## config.mk

```make
export PLATFORM = sky130hd
export DESIGN_NAME = bdd_cand_gen
export DESIGN_NICKNAME = d
export VERILOG_FILES = /design/src/rtl/bdd_gen_pkg.sv /design/src/rtl/bdd_lfsr32.sv /design/src/rtl/bdd_cand_gen.sv
export SDC_FILE = /design/constraint.sdc
export NUM_CORES = 1
export LEC_CHECK = 0
export CAP_MARGIN = 20
export CORE_ASPECT_RATIO = 2
export CORE_UTILIZATION = 45
export CTS_CLUSTER_DIAMETER = 40
export DETAILED_ROUTE_END_ITERATION = 12
export HOLD_SLACK_MARGIN = 0.12
export PLACE_DENSITY = 0.79
export SYNTH_ARGS = -nofsm -noshare
export SYNTH_HDL_FRONTEND = slang
export SYNTH_SLANG_ARGS = --single-unit
```

## constraint.sdc

```tcl
create_clock -name clk -period 2.2 [get_ports clk]
set_input_delay 0.22 -clock clk [delete_from_list [all_inputs] [get_ports clk]]
set_output_delay 0.22 -clock clk [all_outputs]
set_load 0.03 [all_outputs]
```

## src/rtl/bdd_gen_pkg.sv

```systemverilog
// Shared types and constants for the candidate generator and the samplers.
// Holds the FSM state encoding and the 32-bit Galois LFSR definition.
package bdd_gen_pkg;

    localparam int LFSR_W = 32;
    localparam logic [LFSR_W-1:0] LFSR_POLY = 32'h8020_0003;

    typedef enum logic [2:0] {
        IDLE,
        FILL,
        CHECK,
        SOL,
        DONE,
        FAIL
    } state_e;

    function automatic logic [LFSR_W-1:0] lfsr_next(
        input logic [LFSR_W-1:0] l
    );
        return (l >> 1) ^ (l[0] ? LFSR_POLY : '0);
    endfunction

endpackage

```

## src/rtl/bdd_lfsr32.sv

```systemverilog
// 32-bit Galois right-shift LFSR with load and step controls.
// A zero seed would lock the register, so it is replaced by 1.
module bdd_lfsr32
    import bdd_gen_pkg::*;
(
    input  logic              clk,
    input  logic              rst_n,
    input  logic              load,
    input  logic [LFSR_W-1:0] seed,
    input  logic              step,
    output logic [LFSR_W-1:0] q
);

    logic [LFSR_W-1:0] q_q;
    logic [LFSR_W-1:0] q_d;

    always_comb begin
        q_d = q_q;
        if (load) begin
            q_d = (seed == '0) ? LFSR_W'(1) : seed;
        end else if (step) begin
            q_d = lfsr_next(q_q);
        end
    end

    always_ff @(posedge clk or negedge rst_n) begin
        if (!rst_n) begin
            q_q <= LFSR_W'(1);
        end else begin
            q_q <= q_d;
        end
    end

    assign q = q_q;

endmodule

```

## src/rtl/bdd_cand_gen.sv

```systemverilog
// Candidate-assignment generator: fills a vector from an LFSR, waits for a
// checker verdict, retries up to MAX_TRIES and hands out a satisfying vector.
module bdd_cand_gen
    import bdd_gen_pkg::*;
#(
    parameter int VEC_W     = 64,
    parameter int CHUNK_W   = 16,
    parameter int MAX_TRIES = 1000,
    parameter int CNT_W     = 16
) (
    input  logic             clk,
    input  logic             rst_n,
    input  logic             start,
    input  logic [31:0]      seed,
    output logic [VEC_W-1:0] cand,
    output logic             cand_valid,
    input  logic             chk_valid,
    input  logic             chk_sat,
    output logic             sol_valid,
    input  logic             sol_ready,
    output logic             busy,
    output logic             fail,
    output logic [CNT_W-1:0] tries
);

    localparam int FILL_N = VEC_W / CHUNK_W;
    localparam int FC_W   = $clog2(FILL_N) + 1;

    state_e            state_q, state_d;
    logic [FC_W-1:0]   fill_q, fill_d;
    logic [VEC_W-1:0]  cand_q, cand_d;
    logic [CNT_W-1:0]  tries_q, tries_d;
    logic              cand_valid_q, cand_valid_d;
    logic              sol_valid_q, sol_valid_d;
    logic              busy_q, busy_d;
    logic              fail_q, fail_d;

    logic              lfsr_load;
    logic              lfsr_step;
    logic [LFSR_W-1:0] lfsr_q;
    logic [VEC_W-1:0]  chunk_ext;
    logic [CNT_W-1:0]  tries_inc;

    bdd_lfsr32 u_lfsr (
        .clk   (clk),
        .rst_n (rst_n),
        .load  (lfsr_load),
        .seed  (seed),
        .step  (lfsr_step),
        .q     (lfsr_q)
    );

    generate
        if (CHUNK_W < LFSR_W) begin : g_unused
            logic unused_lfsr_hi;
            assign unused_lfsr_hi = ^lfsr_q[LFSR_W-1:CHUNK_W];
        end
    endgenerate

    assign chunk_ext = VEC_W'(lfsr_q[CHUNK_W-1:0]);
    assign tries_inc = tries_q + CNT_W'(1);

    always_comb begin
        state_d   = state_q;
        fill_d    = fill_q;
        cand_d    = cand_q;
        tries_d   = tries_q;
        lfsr_load = 1'b0;
        lfsr_step = 1'b0;
        unique case (state_q)
            IDLE, DONE, FAIL: begin
                if (start) begin
                    state_d   = FILL;
                    fill_d    = '0;
                    tries_d   = '0;
                    lfsr_load = 1'b1;
                end
            end
            FILL: begin
                // New chunk enters at the top, so the first chunk ends lowest.
                lfsr_step = 1'b1;
                cand_d = (cand_q >> CHUNK_W)
                       | (chunk_ext << (VEC_W - CHUNK_W));
                if (fill_q == FC_W'(FILL_N - 1)) begin
                    state_d = CHECK;
                end else begin
                    fill_d = fill_q + FC_W'(1);
                end
            end
            CHECK: begin
                if (chk_valid) begin
                    tries_d = tries_inc;
                    if (chk_sat) begin
                        state_d = SOL;
                    end else if (tries_inc == CNT_W'(MAX_TRIES)) begin
                        state_d = FAIL;
                    end else begin
                        state_d = FILL;
                        fill_d  = '0;
                    end
                end
            end
            SOL: begin
                if (sol_ready) begin
                    state_d = DONE;
                end
            end
            default: begin
                state_d = IDLE;
            end
        endcase
    end

    always_comb begin
        cand_valid_d = (state_d == CHECK);
        sol_valid_d  = (state_d == SOL);
        busy_d       = (state_d == FILL) || (state_d == CHECK)
                    || (state_d == SOL);
        fail_d       = (state_d == FAIL);
    end

    always_ff @(posedge clk or negedge rst_n) begin
        if (!rst_n) begin
            state_q      <= IDLE;
            fill_q       <= '0;
            cand_q       <= '0;
            tries_q      <= '0;
            cand_valid_q <= 1'b0;
            sol_valid_q  <= 1'b0;
            busy_q       <= 1'b0;
            fail_q       <= 1'b0;
        end else begin
            state_q      <= state_d;
            fill_q       <= fill_d;
            cand_q       <= cand_d;
            tries_q      <= tries_d;
            cand_valid_q <= cand_valid_d;
            sol_valid_q  <= sol_valid_d;
            busy_q       <= busy_d;
            fail_q       <= fail_d;
        end
    end

    assign cand       = cand_q;
    assign cand_valid = cand_valid_q;
    assign sol_valid  = sol_valid_q;
    assign busy       = busy_q;
    assign fail       = fail_q;
    assign tries      = tries_q;

endmodule
```

Word-level counts from Yosys, hierarchy flattened
Cells that the tools add are included.

Bits in registers: 122. Input port bits: 38. Output and inout port bits: 84. Logic and storage cells: 62.

$add $sub $neg: 2. Equal/unequal tests: 16. Multiplexer cells: 23. Bitwise gates (word level): 2. Reduce and logical (&&, ||, !) cells: 10.

Operators with widths (number): 32-bit 2-to-1 mux (4); 48-bit by 64-bit OR with 64-bit output (1); 3-bit 2-to-1 mux (11); 32-bit zero test (1); 16-bit 2-to-1 mux (2); 16-bit one-hot mux with 2 select lines (1); 31-bit by 32-bit XOR with 32-bit output (1); 16-bit by 1-bit adder with 16-bit output (second input constant) (1); 16-bit by 10-bit equality test with 1-bit output (second input constant) (1); 3-bit by 2-bit equality test with 1-bit output (second input constant) (5); 3-bit one-hot mux with 4 select lines (1); 2-bit inequality test (second input constant) (5); 3-bit equality test (second input constant) (3); 3-bit one-hot mux with 3 select lines (1); 3-bit by 1-bit equality test with 1-bit output (second input constant) (2); 6-bit AND reduction (1); 2-bit nonzero test (2); 3-bit by 1-bit adder with 3-bit output (second input constant) (1); 3-bit zero test (1); 1-bit 2-to-1 mux (3); 3-bit AND reduction (1); 3-bit nonzero test (1); 3-bit OR reduction (1); 1-bit logical OR (2).

Logic depth before layout (Yosys ltp)
Word-level depth: 9. Depth in mapped cells: 7.

By module
Synthesis repeated with hierarchy kept, for this count alone.

Cell total of the unflattened synthesis: 465. Area, all modules: 5487.8 µm².

By module, submodules not included: bdd_cand_gen (instances 1, cells each 310, area an instance 3892.5 µm², sequential area each 2252.2 µm²); bdd_lfsr32 (instances 1, cells each 155, area an instance 1595.3 µm², sequential area each 802.0 µm²).

Worst setup path after synthesis
OpenSTA, ideal clock, no wires.

Kind: register -> register. From: register tries_q[10], in the netlist tries[10]. To: register fill_q[0]. Setup time: 125 ps. Data arrival time: 2286 ps. Setup slack: -211 ps. Stages on the path, launching flop included: 8. Path buffers: 1. Cells stage by stage: dfrtp_1 > clkbuf_1 > nand3_1 > nor4_4 > mux2i_1 > nor4b_4 > a211oi_2 > mux2_4.

Longest elaborated chain between the ends: 4.

RTL lines: start, declared (RTL line bdd_cand_gen.sv:32) `logic [CNT_W-1:0] tries_q, tries_d;`; start signal, assigned (RTL line bdd_cand_gen.sv:136) `tries_q <= tries_d;`; 16-bit by 1-bit adder with 16-bit output (RTL line bdd_cand_gen.sv:61) `assign tries_inc = tries_q + CNT_W'(1);`; 16-bit by 10-bit equality test with 1-bit output (RTL line bdd_cand_gen.sv:95) `end else if (tries_inc == CNT_W'(MAX_TRIES)) begin`; 2-bit inequality test (no source line); 6-bit AND reduction (no source line); end signal, assigned (RTL line bdd_cand_gen.sv:134) `fill_q <= fill_d;`; end, declared (RTL line bdd_cand_gen.sv:30) `logic [FC_W-1:0] fill_q, fill_d;`.

No other way between the ends. A chain may end at the register's enable or synchronous reset.

Worst setup path in the final report
From: register tries_q[7], in the netlist tries[7]. To: register fill_q[0].

Same word-level chain as after synthesis.

==> results.md <==
* Crit path DAT at 2410 ps
* Initial antenna violation count at 0
* Leading area contributor after synthesis: dfrtp_1
* Post-synth top area share at 57.31%
* M3 GR Usage at 4.809%
* Post-layout util at 67.23%
* DP HPWL at 10460 µm
* # setup viols final at 0
* Tmin final at 2106 ps
* Post-route ant nets at 0
* Max VDD drop at 0.9553 mV
* Largest net degree at the start of global routing at 84
* GRT Max-Usage Layer: met2
* Post-Syn Area at 5284 µm²
* Dominant cells by area after synthesis: dfrtp_1 57%, nand2_1 17%, nor2_1 3.6%, nand3_1 2.4%, o21ai_0 2.2%
* Cell with the most instances after synthesis: nand2_1
* Sequential share of the synthesized area at 57.80%
* Tcrit/Tclk final at 95.72%
* Pwr Density at 1621 nW/µm²
* Cell Rows at 55
* Critical path's top delay family: multiplexers
* Port buffer count at 121
* Avg Inst Size Synth at 8.895 µm²
* Met2 usage at 45.71%
* CP max stage cell: dfrtp_2
* Die height at 155.2 µm
* HP Class: primary input to asynchronous set/reset pin
* Final Max Tran Viols at 0
* Starting Density at 46.53%
* Vias per Instance at 5.418
* Syn nets at 635
* Initial DRC Count at 227
* Met1 Usage GRT at 27.56%
* Outcome: complete, no violations
* Crit start category: flip-flop
* CTS tree: done
* FMAX at 0.4749 GHz
* Hold violation total from the final report at 0
* Cells after Synth at 594
* I/O Pins at 122
* Count of state elements after synthesis at 122
* First-pass GRT wire length at 23380 µm
* Buf/Inv on CP at 0
* H-tree lvl count at 4
* # DRC at 0
* Max-Cap Viols at 0
* Tightest Pin Transition at 939.8 ps
* WS Path Type: flip-flop to flip-flop
* Grt ovf at 0
* Clk slew on worst S/H paths at 50 ps
* DIE WIDTH at 78.62 µm
* Max incr delay on CP at 410 ps
* Core box area at 11350 µm²
* Clk root buf: clkbuf_16
* Clk buf depth at 2
* First-pass DRT Iterations at 4
* Share of layout cells above drive strength 1 at 13.51%
* Critical-path cell list: nand4_4 > nor4_4 > mux2i_2 > nor4b_4 > a211oi_2 > mux2_4
* Post-synthesis to final-layout area growth at 44.47%
* CP required at 2500 ps
* Leak at 3.553 nW
* Total Die Area at 12210 µm²
* Worst Skew at 6.203 ps
* Via count at 4860
* Clk Latency, worst-skew pair at 420 ps
* Yosys warns at 0
* Number of fill cells at 884
* CTS buffer count at 17
* Main synth FF type: dfrtp_1
* Antenna diodes at 0
* Global-route usage over all layers at 25.39%
* Number of global-route vias before repair at 4753
* Overall Power at 12.37 mW
* Total wire length at 14530 µm
* WL per Instance at 16.19 µm
* Slew Limit Headroom at 37.12%
* Nets at 783
* CTS sink cnt at 122
* Ys async rst share at 100.0%
* Crit. End Element: flip-flop
* Most common library cells after synthesis: 240 x nand2_1, 121 x dfrtp_1, 50 x nor2_1
* Maximum fanout along the worst path at 5
* Post-synthesis cell type count at 45
* EDFF count, synth at 0
* Routability cong. at 0.9155
==> layer usage <==
layer	wire length [µm]	share of wire, %	vias up
li1	-	-	2286
met4	608	4.2	0
met1	5443	37	2379
met3	509	3.5	42
met5	0	0	-
met2	7963	55	153
==> stage by stage <==
step | hold WS, ps | setup WS, ps | cell area (µm²) | TNS, ps | instances
floorplan | -75.59 | 4.431 | 5314 | 0 | 594
finish | 338.6 | 94.24 | 7634 | 0 | 897
global placement | 231.3 | -4.820 | 6893 | -4.820 | 861
detailed placement | 240.9 | -57.28 | 6893 | -57.28 | 861
CTS | 348.5 | 2.903 | 7561 | 0 | 894
global route | 381.7 | -14.09 | 7634 | -14.09 | 897
==> logic make-up (layout without fill, tap and decap cells) <==
family | after synthesis | in the layout | share of synthesized area, %
simple gates | 353 | 353 | 28.79
flops | 122 | 122 | 57.80
xor+xnor | 7 | 7 | 1.160
fa+ha+maj | 3 | 3 | 0.7105
compound gates | 67 | 67 | 7.933
buf+inv | 38 | 199 | 2.747
mux | 4 | 4 | 0.8524
==> registers in the layout (all words and copies together), names as in the netlist <==
signal      flops
busy            1
cand           64
cand_valid      1
fail            1
fill_q          3
sol_valid       1
state_q         3
tries          16
u_lfsr.q       32
==> where the power goes <==
group / internal [mW] / switching [mW]
registers: 3.20 / 0.634
clock network: 2.05 / 1.04
logic: 2.04 / 3.40
total: 7.30 / 5.08
==> worst paths after layout <==
| check | from | end | slack (ps) | cells after the start |
|---|---|---|---|---|
| max reg2reg | tries[7] | fill_q[0] | 90 | 6 |
| max | tries[7] | fill_q[0] | 90 | 6 |
| min in group clk | seed[14] | u_lfsr.q[14] | 400 | 3 |
| min | rst_n | cand_valid | 340 | 2 |
| min reg2reg | cand[2] | cand[2] | 480 | 2 |
| max in group asynchronous | rst_n | u_lfsr.q[0] | 1160 | 3 |
==> cell type report <==
type                            count  area [µm²]  area share (%)
Multi-Input combinational cell    434        2161           28.31
Sequential cell                   122        3069           40.21
Clock buffer                       19       442.9           5.802
Timing Repair Buffer              160        1541           20.19
Tap cell                          142       177.7           2.327
Inverter                            7       26.28          0.3442
Clock inverter                     13       215.2           2.819
==> placed cells by master (no fill, tap or decap), types with 2 or more instances in the layout <==
master,instances
a21oi_1,8
a22o_1,2
a22oi_1,2
a31oi_1,4
buf_12,3
buf_4,36
bufinv_16,5
clkbuf_16,17
clkdlybuf4s50_1,120
clkinv_4,4
dfrtp_1,109
dfrtp_2,12
ha_1,2
inv_1,7
inv_6,2
mux2i_1,2
nand2_1,240
nand3_1,24
nand3b_1,3
nand4_1,4
nand4b_1,3
nor2_1,49
nor2b_1,2
nor3_1,3
nor3_2,2
nor4_1,8
nor4_4,2
o21a_1,2
o21ai_0,23
o22ai_1,14
o31ai_1,3
o41ai_1,3
or3_1,2
xnor2_1,5
xor2_1,2
==> repair_timing <==
action | 4_1_cts | 5_1_grt
endpoints found under the setup margin | 0 | 2
resized for setup | 0 | 9
setup buffers | 0 | 3
hold endpoints to repair | 36 | 0
hold buffers | 1 | 0
No activity file was read; power rests on OpenSTA's default activity.
